[src/rtl/mem_port_arbiter.sv]
// Two-requester arbiter for the single port of the unified code/data memory.
// Grants are combinational; read data is routed back one cycle later to the issuer.
module mem_port_arbiter #(
  parameter int AW       = 32,
  parameter int FAIR     = 0,
  parameter int MAX_WAIT = 4
) (
  input  logic          clk,
  input  logic          rstn,
  input  logic          a_valid,
  input  logic          a_write,
  input  logic [3:0]    a_wmask,
  input  logic [31:0]   a_wdata,
  input  logic [AW-1:0] a_addr,
  output logic          a_ready,
  output logic          a_rvalid,
  output logic [31:0]   a_rdata,
  input  logic          b_valid,
  input  logic          b_write,
  input  logic [3:0]    b_wmask,
  input  logic [31:0]   b_wdata,
  input  logic [AW-1:0] b_addr,
  output logic          b_ready,
  output logic          b_rvalid,
  output logic [31:0]   b_rdata,
  output logic          mem_valid,
  output logic          mem_write,
  output logic [3:0]    mem_wmask,
  output logic [31:0]   mem_wdata,
  output logic [AW-1:0] mem_addr,
  input  logic [31:0]   mem_rdata
);

  localparam logic [7:0] MaxWait = 8'(MAX_WAIT);

  logic [7:0] starve_q, starve_d;
  logic       last_b_q, last_b_d;
  logic       rpend_q, rpend_d;
  logic       rsel_q, rsel_d;
  logic       b_wins_tie, grant_a, grant_b;

  // rstn gates the grants so nothing reaches memory while reset is held.
  always_comb begin
    b_wins_tie = (FAIR != 0) ? !last_b_q : (starve_q == MaxWait);
    grant_b    = rstn & b_valid & (!a_valid | b_wins_tie);
    grant_a    = rstn & a_valid & !grant_b;
  end

  assign a_ready   = grant_a;
  assign b_ready   = grant_b;
  assign mem_valid = grant_a | grant_b;

  always_comb begin
    mem_write = 1'b0;
    mem_wmask = 4'h0;
    mem_wdata = 32'h0;
    mem_addr  = '0;
    if (grant_a) begin
      mem_write = a_write;
      mem_wmask = a_wmask;
      mem_wdata = a_wdata;
      mem_addr  = a_addr;
    end else if (grant_b) begin
      mem_write = b_write;
      mem_wmask = b_wmask;
      mem_wdata = b_wdata;
      mem_addr  = b_addr;
    end
  end

  always_comb begin
    starve_d = 8'd0;
    if (b_valid && !grant_b) begin
      starve_d = (starve_q == MaxWait) ? starve_q : starve_q + 8'd1;
    end

    last_b_d = last_b_q;
    if (grant_a) begin
      last_b_d = 1'b0;
    end else if (grant_b) begin
      last_b_d = 1'b1;
    end

    rpend_d = (grant_a & !a_write) | (grant_b & !b_write);
    rsel_d  = rpend_d ? grant_b : rsel_q;
  end

  always_ff @(posedge clk or negedge rstn) begin
    if (!rstn) begin
      starve_q <= 8'd0;
      last_b_q <= 1'b1;
      rpend_q  <= 1'b0;
      rsel_q   <= 1'b0;
    end else begin
      starve_q <= starve_d;
      last_b_q <= last_b_d;
      rpend_q  <= rpend_d;
      rsel_q   <= rsel_d;
    end
  end

  assign a_rvalid = rpend_q & !rsel_q;
  assign b_rvalid = rpend_q & rsel_q;
  assign a_rdata  = mem_rdata;
  assign b_rdata  = mem_rdata;

endmodule

[config.mk]
export PLATFORM = sky130hd
export DESIGN_NAME = mem_port_arbiter
export DESIGN_NICKNAME = d
export VERILOG_FILES = /design/src/rtl/mem_port_arbiter.sv
export SDC_FILE = /design/constraint.sdc
export NUM_CORES = 1
export LEC_CHECK = 0
export BUFFER_PORTS_ARGS = -buffer_cell sky130_fd_sc_hd__buf_2
export CAP_MARGIN = 25
export CORE_AREA = 2 2 120 122
export CTS_CLUSTER_DIAMETER = 40
export CTS_CLUSTER_SIZE = 30
export DETAILED_ROUTE_END_ITERATION = 6
export DIE_AREA = 0 0 122 124
export PLACE_DENSITY = 0.46
export RECOVER_POWER = 50
export SYNTH_ARGS = -nofsm -noshare
export SYNTH_HDL_FRONTEND = slang
export SYNTH_SLANG_ARGS = --single-unit
[constraint.sdc]
create_clock -name clk -period 2.8 [get_ports clk]
set_input_delay 0.28 -clock clk [delete_from_list [all_inputs] [get_ports clk]]
set_output_delay 0.28 -clock clk [all_outputs]
set_load 0.1 [all_outputs]
# Word level (Yosys, flattened, before mapping)
# Index checks and enable logic that the tools add are counted.
word_totals:
  regBits: 10
  in_bits: 174
  word_cells: 33
classes:
  addsub: 1
  n_eq_ne: 2
  reduce_logical: 6
  mux: 10
  n_bitwise: 11
ops:
  columns: ["cell", "count"]
  rows:
  - ["$mux 32", 4]
  - ["$mux 8", 2]
  - ["$add 8x1->8 const B", 1]
  - ["$and 1x1->1", 8]
  - ["$eq 8x3->1 const B", 1]
  - ["$mux 4", 2]
  - ["$logic_not 1->1", 5]
  - ["$or 1x1->1", 3]
  - ["$mux 1", 2]
  - ["$ne 2x2->1 const B", 1]
  - ["$logic_and 1x1->1", 1]

# Longest topological paths before layout
logic_depth:
  ltp_word: 7
  mapped_depth: 7

# Least setup slack after synthesis
# OpenSTA, ideal clock, no wires.
synth_path:
  path_kind: "register -> output"
  from: "register starve_q[4]"
  to: "output mem_addr[0]"
  arrival_ns: 2.460
  path_stages_with_launch: 6
  setup_slack_ns: 0.060
  cell_sequence: "dfrtp_1 or4_1 buf_6 o21ai_4 buf_8 a32o_1"
synth_via:
  elab_chain_len: 6
synth_rtl:
  columns: ["element", "line_no", "source"]
  rows:
  - ["start: declaration", "36", "logic [7:0] starve_q, starve_d;"]
  - ["start signal: assignment", "95", "starve_q <= starve_d;"]
  - ["$eq 8x3->1 *", "44", "b_wins_tie = (FAIR != 0) ? !last_b_q : (starve_q == MaxWait);"]
  - ["$or 1x1->1 *", "45", "grant_b = rstn & b_valid & (!a_valid | b_wins_tie);"]
  - ["$and 1x1->1 *", "45", null]
  - ["$logic_not 1->1", "46", "grant_a = rstn & a_valid & !grant_b;"]
  - ["$and 1x1->1", "46", null]
  - ["$mux 32 *", "58", "if (grant_a) begin"]
  - ["end: declaration", "30", "output logic [AW-1:0] mem_addr,"]
# Mark *: on every way between the ends. The rest lies on a longest branch, timed or not.

# Final worst setup path
layout_path:
  from: "input rstn"
  to: "output mem_wdata[23]"
layout_via:
  elab_chain_len: 5
layout_rtl:
  columns: ["element", "line_no", "source"]
  rows:
  - ["start: declaration", "9", "input logic rstn,"]
  - ["$and 1x1->1 (2 in series)", "45", null]
  - ["$logic_not 1->1", "46", null]
  - ["$and 1x1->1", "46", null]
  - ["$mux 32 *", "58", null]
  - ["end: declaration", "29", "output logic [31:0] mem_wdata,"]
# Marked as above.

==> results.py <==
metrics = {
    "run_status": {
        "status": "complete, no violations",
    },
    "die": {
        "die_height_um": 124,
        "start_util_pct": 14.7,
        "die_x_um": 122,
        "num_rows": 43,
        "dieArea_um2": 15100,
        "core_area_um2": 13700,
        "ioPinCount": 312,
    },
    "layout": {
        "synthToLayoutAreaGrowth_pct": 88.6,
        "multi_input_area_um2": 1040,
        "regArea_um2": 250,
        "final_core_util_pct": 27.7,
        "drive_gt1_share_pct": 63.0,
        "antennaDiodeCount": 0,
        "nFillCells": 1446,
        "nNetsFinal": 537,
        "stdcell_area_um2": 3790,
    },
    "routing": {
        "dr_wl_met2_um": 5510,
        "num_vias": 2413,
        "antenna_left": 0,
        "wl_met1_um": 3490,
        "first_pass_iters": 4,
        "wl_met3_um": 931,
        "drcViolationCount": 0,
        "via_per_inst": 4.48,
        "drt_wl_total_um": 10000,
        "first_iter_violations": 160,
        "avgRoutedWirePerCell_um": 18.6,
        "routed.top_layer": "met4",
    },
    "global_routing": {
        "first_global_vias": 2268,
        "grt_pass1_wl_um": 13000,
        "antenna_found_initial": 0,
        "grt_max_degree": 45,
        "grt_usage_pct": 11.4,
        "overflow": 0,
    },
    "synthesis": {
        "synth.avg_cell_area_um2": 8.98,
        "synthesis.nets": 400,
        "synth_compound_area_share_pct": 41.0,
        "synth_top_family_by_area": "compound AO/OA/AOI/OAI gates",
        "syn-instance-count": 224,
        "synth_mux_area_share_pct": 0,
        "synthXorXnorAreaFrac_pct": 0.435,
        "yosysWarnings": 0,
        "mappedNetlistArea_um2": 2010,
        "yosys.cell_types.count": 31,
        "ys_seq_area_share_pct": 12.4,
        "ys_ff_latch": 10,
        "synth-adder-area-share_pct": 1.24,
        "synth-simple-area-share_pct": 8.46,
    },
    "run": {
        "drv_cap": 0,
    },
    "clock_tree": {
        "cts_htree_levels": 1,
        "post_cts_buffers": 0,
        "cts_tree": "built",
        "numClockSinks": 10,
        "cts-root-buf": "clkbuf_16",
        "clk-insertion-delay-late_ns": 0.24,
        "cts.clk_slew.worst_paths_ns": 0.04,
        "clk_path_buf_depth": 2,
        "cts-buffers-inserted": 3,
    },
    "sta": {
        "worstMarginPinSlew_ns": 1.17,
        "period_share_pct": 94.1,
        "fin_tns_setup_ns": 0,
        "min_period_ns": 2.63,
        "grt_setup_unrepaired": "false",
        "maxSlewHeadroom_pct": 22.3,
        "finalHoldViolations": 0,
        "setup_slack_ns": 0.166,
        "setup_viol": 0,
        "max_clock_freq_mhz": 380,
        "final.setup_skew_ns": 0.00121,
        "drv_slew": 0,
    },
    "setup_path": {
        "reg2reg_depth": 4,
        "required_ns": 2.52,
        "slowest_stage": "dlygate4sd3_1",
        "r2r-start": "starve_q[4]",
        "cp-endpoint": "mem_wdata[23]",
        "worst_r2r_endpoint": "rpend_q",
        "critical_path.cell_chain": "dlygate4sd3_1 > buf_2 > and2_1 > o21a_2 > buf_4 > a32o_1 > buf_12",
        "crit_start": "rstn",
        "startpoint_type": "input pin",
        "r2r_slack_ns": 0.86,
        "path_class": "in2out",
        "max_stage_delay_ns": 0.52,
        "crit_path_max_fanout": 36,
        "worstSetupEndpointType": "primary output",
        "cp.arrival_ns": 2.35,
    },
    "placed_design": {
        "dp_hpwl_um": 8220,
        "dpl_cell_area_um2": 3700,
        "pre_cts_slack_ns": 0.344,
        "place_congestion": 0.757,
        "port_buffers": 215,
    },
    "power_and_ir_drop": {
        "p_leak_nw": 1.63,
        "power_density_nw_per_um2": 390,
        "ir_drop_v": 0.000183,
    },
    "hold_path": {
        "hold_class": "in2reg",
    },
}
==> timing repair <==
action                                  4_1_cts  5_1_grt
resized for setup                             0        2
hold endpoints to repair                     10        0
endpoints found under the setup margin        0       13
hold buffers                                  1        0
==> metal layers <==
metal	GRT usage, %	vias up
li1	-	1108
met1	11.8	1135
met2	23.3	159
met3	2.43	11
met4	2.01	0
met5	0	-
==> critical path: cells and delay by family <==
kind	cells	cell delay, ns
buffers and inverters	4	1.41
AOI/OAI and AO/OA	2	0.43
and+or+nand+nor	1	0.20
==> registers in the layout, indices dropped and copies added, names as in the netlist <==
| register | flops |
|---|---|
| starve_q | 8 |
| rpend_q | 1 |
| rsel_q | 1 |
==> synth_stat cells <==
| master | number | area share (%) |
|---|---|---|
| nor3_1 | 3 | 0.75 |
| xor2_1 | 1 | 0.44 |
| nor2_1 | 2 | 0.37 |
| or4_1 | 1 | 0.37 |
| inv_1 | 3 | 0.56 |
| clkbuf_1 | 9 | 1.7 |
| a22o_1 | 2 | 0.87 |
| buf_4 | 65 | 24 |
| nand4_1 | 1 | 0.31 |
| a21oi_1 | 7 | 1.7 |
| buf_6 | 8 | 4.5 |
| dfrtp_1 | 10 | 12 |
| o21ai_4 | 1 | 0.81 |
| o211ai_1 | 3 | 1.1 |
| ha_1 | 2 | 1.2 |
| and3b_1 | 1 | 0.44 |
| nand2_1 | 3 | 0.56 |
| buf_1 | 1 | 0.19 |
| o21ai_0 | 4 | 1.0 |
| nor4_1 | 1 | 0.31 |
| nand4b_1 | 2 | 0.87 |
| nand2b_1 | 1 | 0.31 |
| nand3b_1 | 1 | 0.37 |
| and2_1 | 4 | 1.2 |
| nor2b_1 | 2 | 0.62 |
| a211o_1 | 1 | 0.44 |
| a32o_1 | 69 | 34 |
| or3_1 | 3 | 0.93 |
| buf_8 | 7 | 5.2 |
| nand3_1 | 4 | 1.0 |
| o21a_1 | 2 | 0.75 |
==> placed cells by master, fill, tap and decap left out <==
master         count
a22o_1             2
nand2_1            3
or3_1              3
nor2b_1            2
buf_4              4
ha_1               2
nor2_1             2
o21ai_4            1
o21a_1             1
xor2_1             1
nor3_1             3
nand3b_1           1
o211ai_1           3
and2_1             3
dlygate4sd3_1      1
buf_6              1
nand4_1            1
clkbuf_16          3
nand3_1            4
or4_4              1
o21a_2             1
buf_12            71
inv_1              3
dfrtp_1           10
nand4b_1           2
a211o_1            1
and3b_1            1
a32o_1            69
and2_2             1
buf_2            143
a21oi_1            7
nor4_1             1
o21ai_0            4
nand2b_1           1
clkbuf_1           2
==> stage by stage <==
step | total power (W) | std cells | hold WS [ns]
final | 0.00148 | 539 | 0.387
after global routing | 0.00153 | 539 | 0.407
after CTS | 0.00150 | 539 | 0.387
after detailed placement | 0.00124 | 535 | 0.192
after global placement | 0.00123 | 535 | 0.180
after floorplan | 0.00124 | 224 | -0.0156
==> worst min-delay path by stage <==
| stage | cells after the start | slack (ns) | from | end |
|---|---|---|---|---|
| 6_report | 3 | 0.39 | b_valid | starve_q[7] |
| 5_1_grt | 3 | 0.41 | b_valid | starve_q[7] |
| 4_1_cts | 3 | 0.39 | b_valid | starve_q[7] |
| 3_5_place_dp | 1 | 0.19 | rstn | starve_q[7] |
| 3_3_place_gp | 1 | 0.18 | rstn | starve_q[7] |
| 2_1_floorplan | 0 | -0.02 | rstn | rpend_q |
==> cell type report <==
class | count | share of cell area [%]
flip-flops and latches | 10 | 6.60
well taps | 180 | 5.94
inverters | 3 | 0.297
repair buffers | 222 | 57.9
multi-input cells | 121 | 27.3
clock buffers | 3 | 1.98
==> power breakdown <==
part	switching (W)	internal [W]	total [W]	leakage, nW
sequential	0.00000675	0.000152	0.000158	0.136
combinational	0.000695	0.000378	0.00107	1.46
clock	0.0000649	0.000185	0.000250	0.0370
total	0.000767	0.000714	0.00148	1.63
==> kinds of logic (layout without fill, tap and decap cells) <==
kind of cell,count (synthesis),in the layout
AO/OA/AOI/OAI,89,89
AND/OR/NAND/NOR,29,29
flip-flops,10,10
adder cells (fa/ha/maj),2,2
XOR/XNOR,1,1
buffers and inverters,93,228
Note: power is estimated with default switching activity, not from simulation.
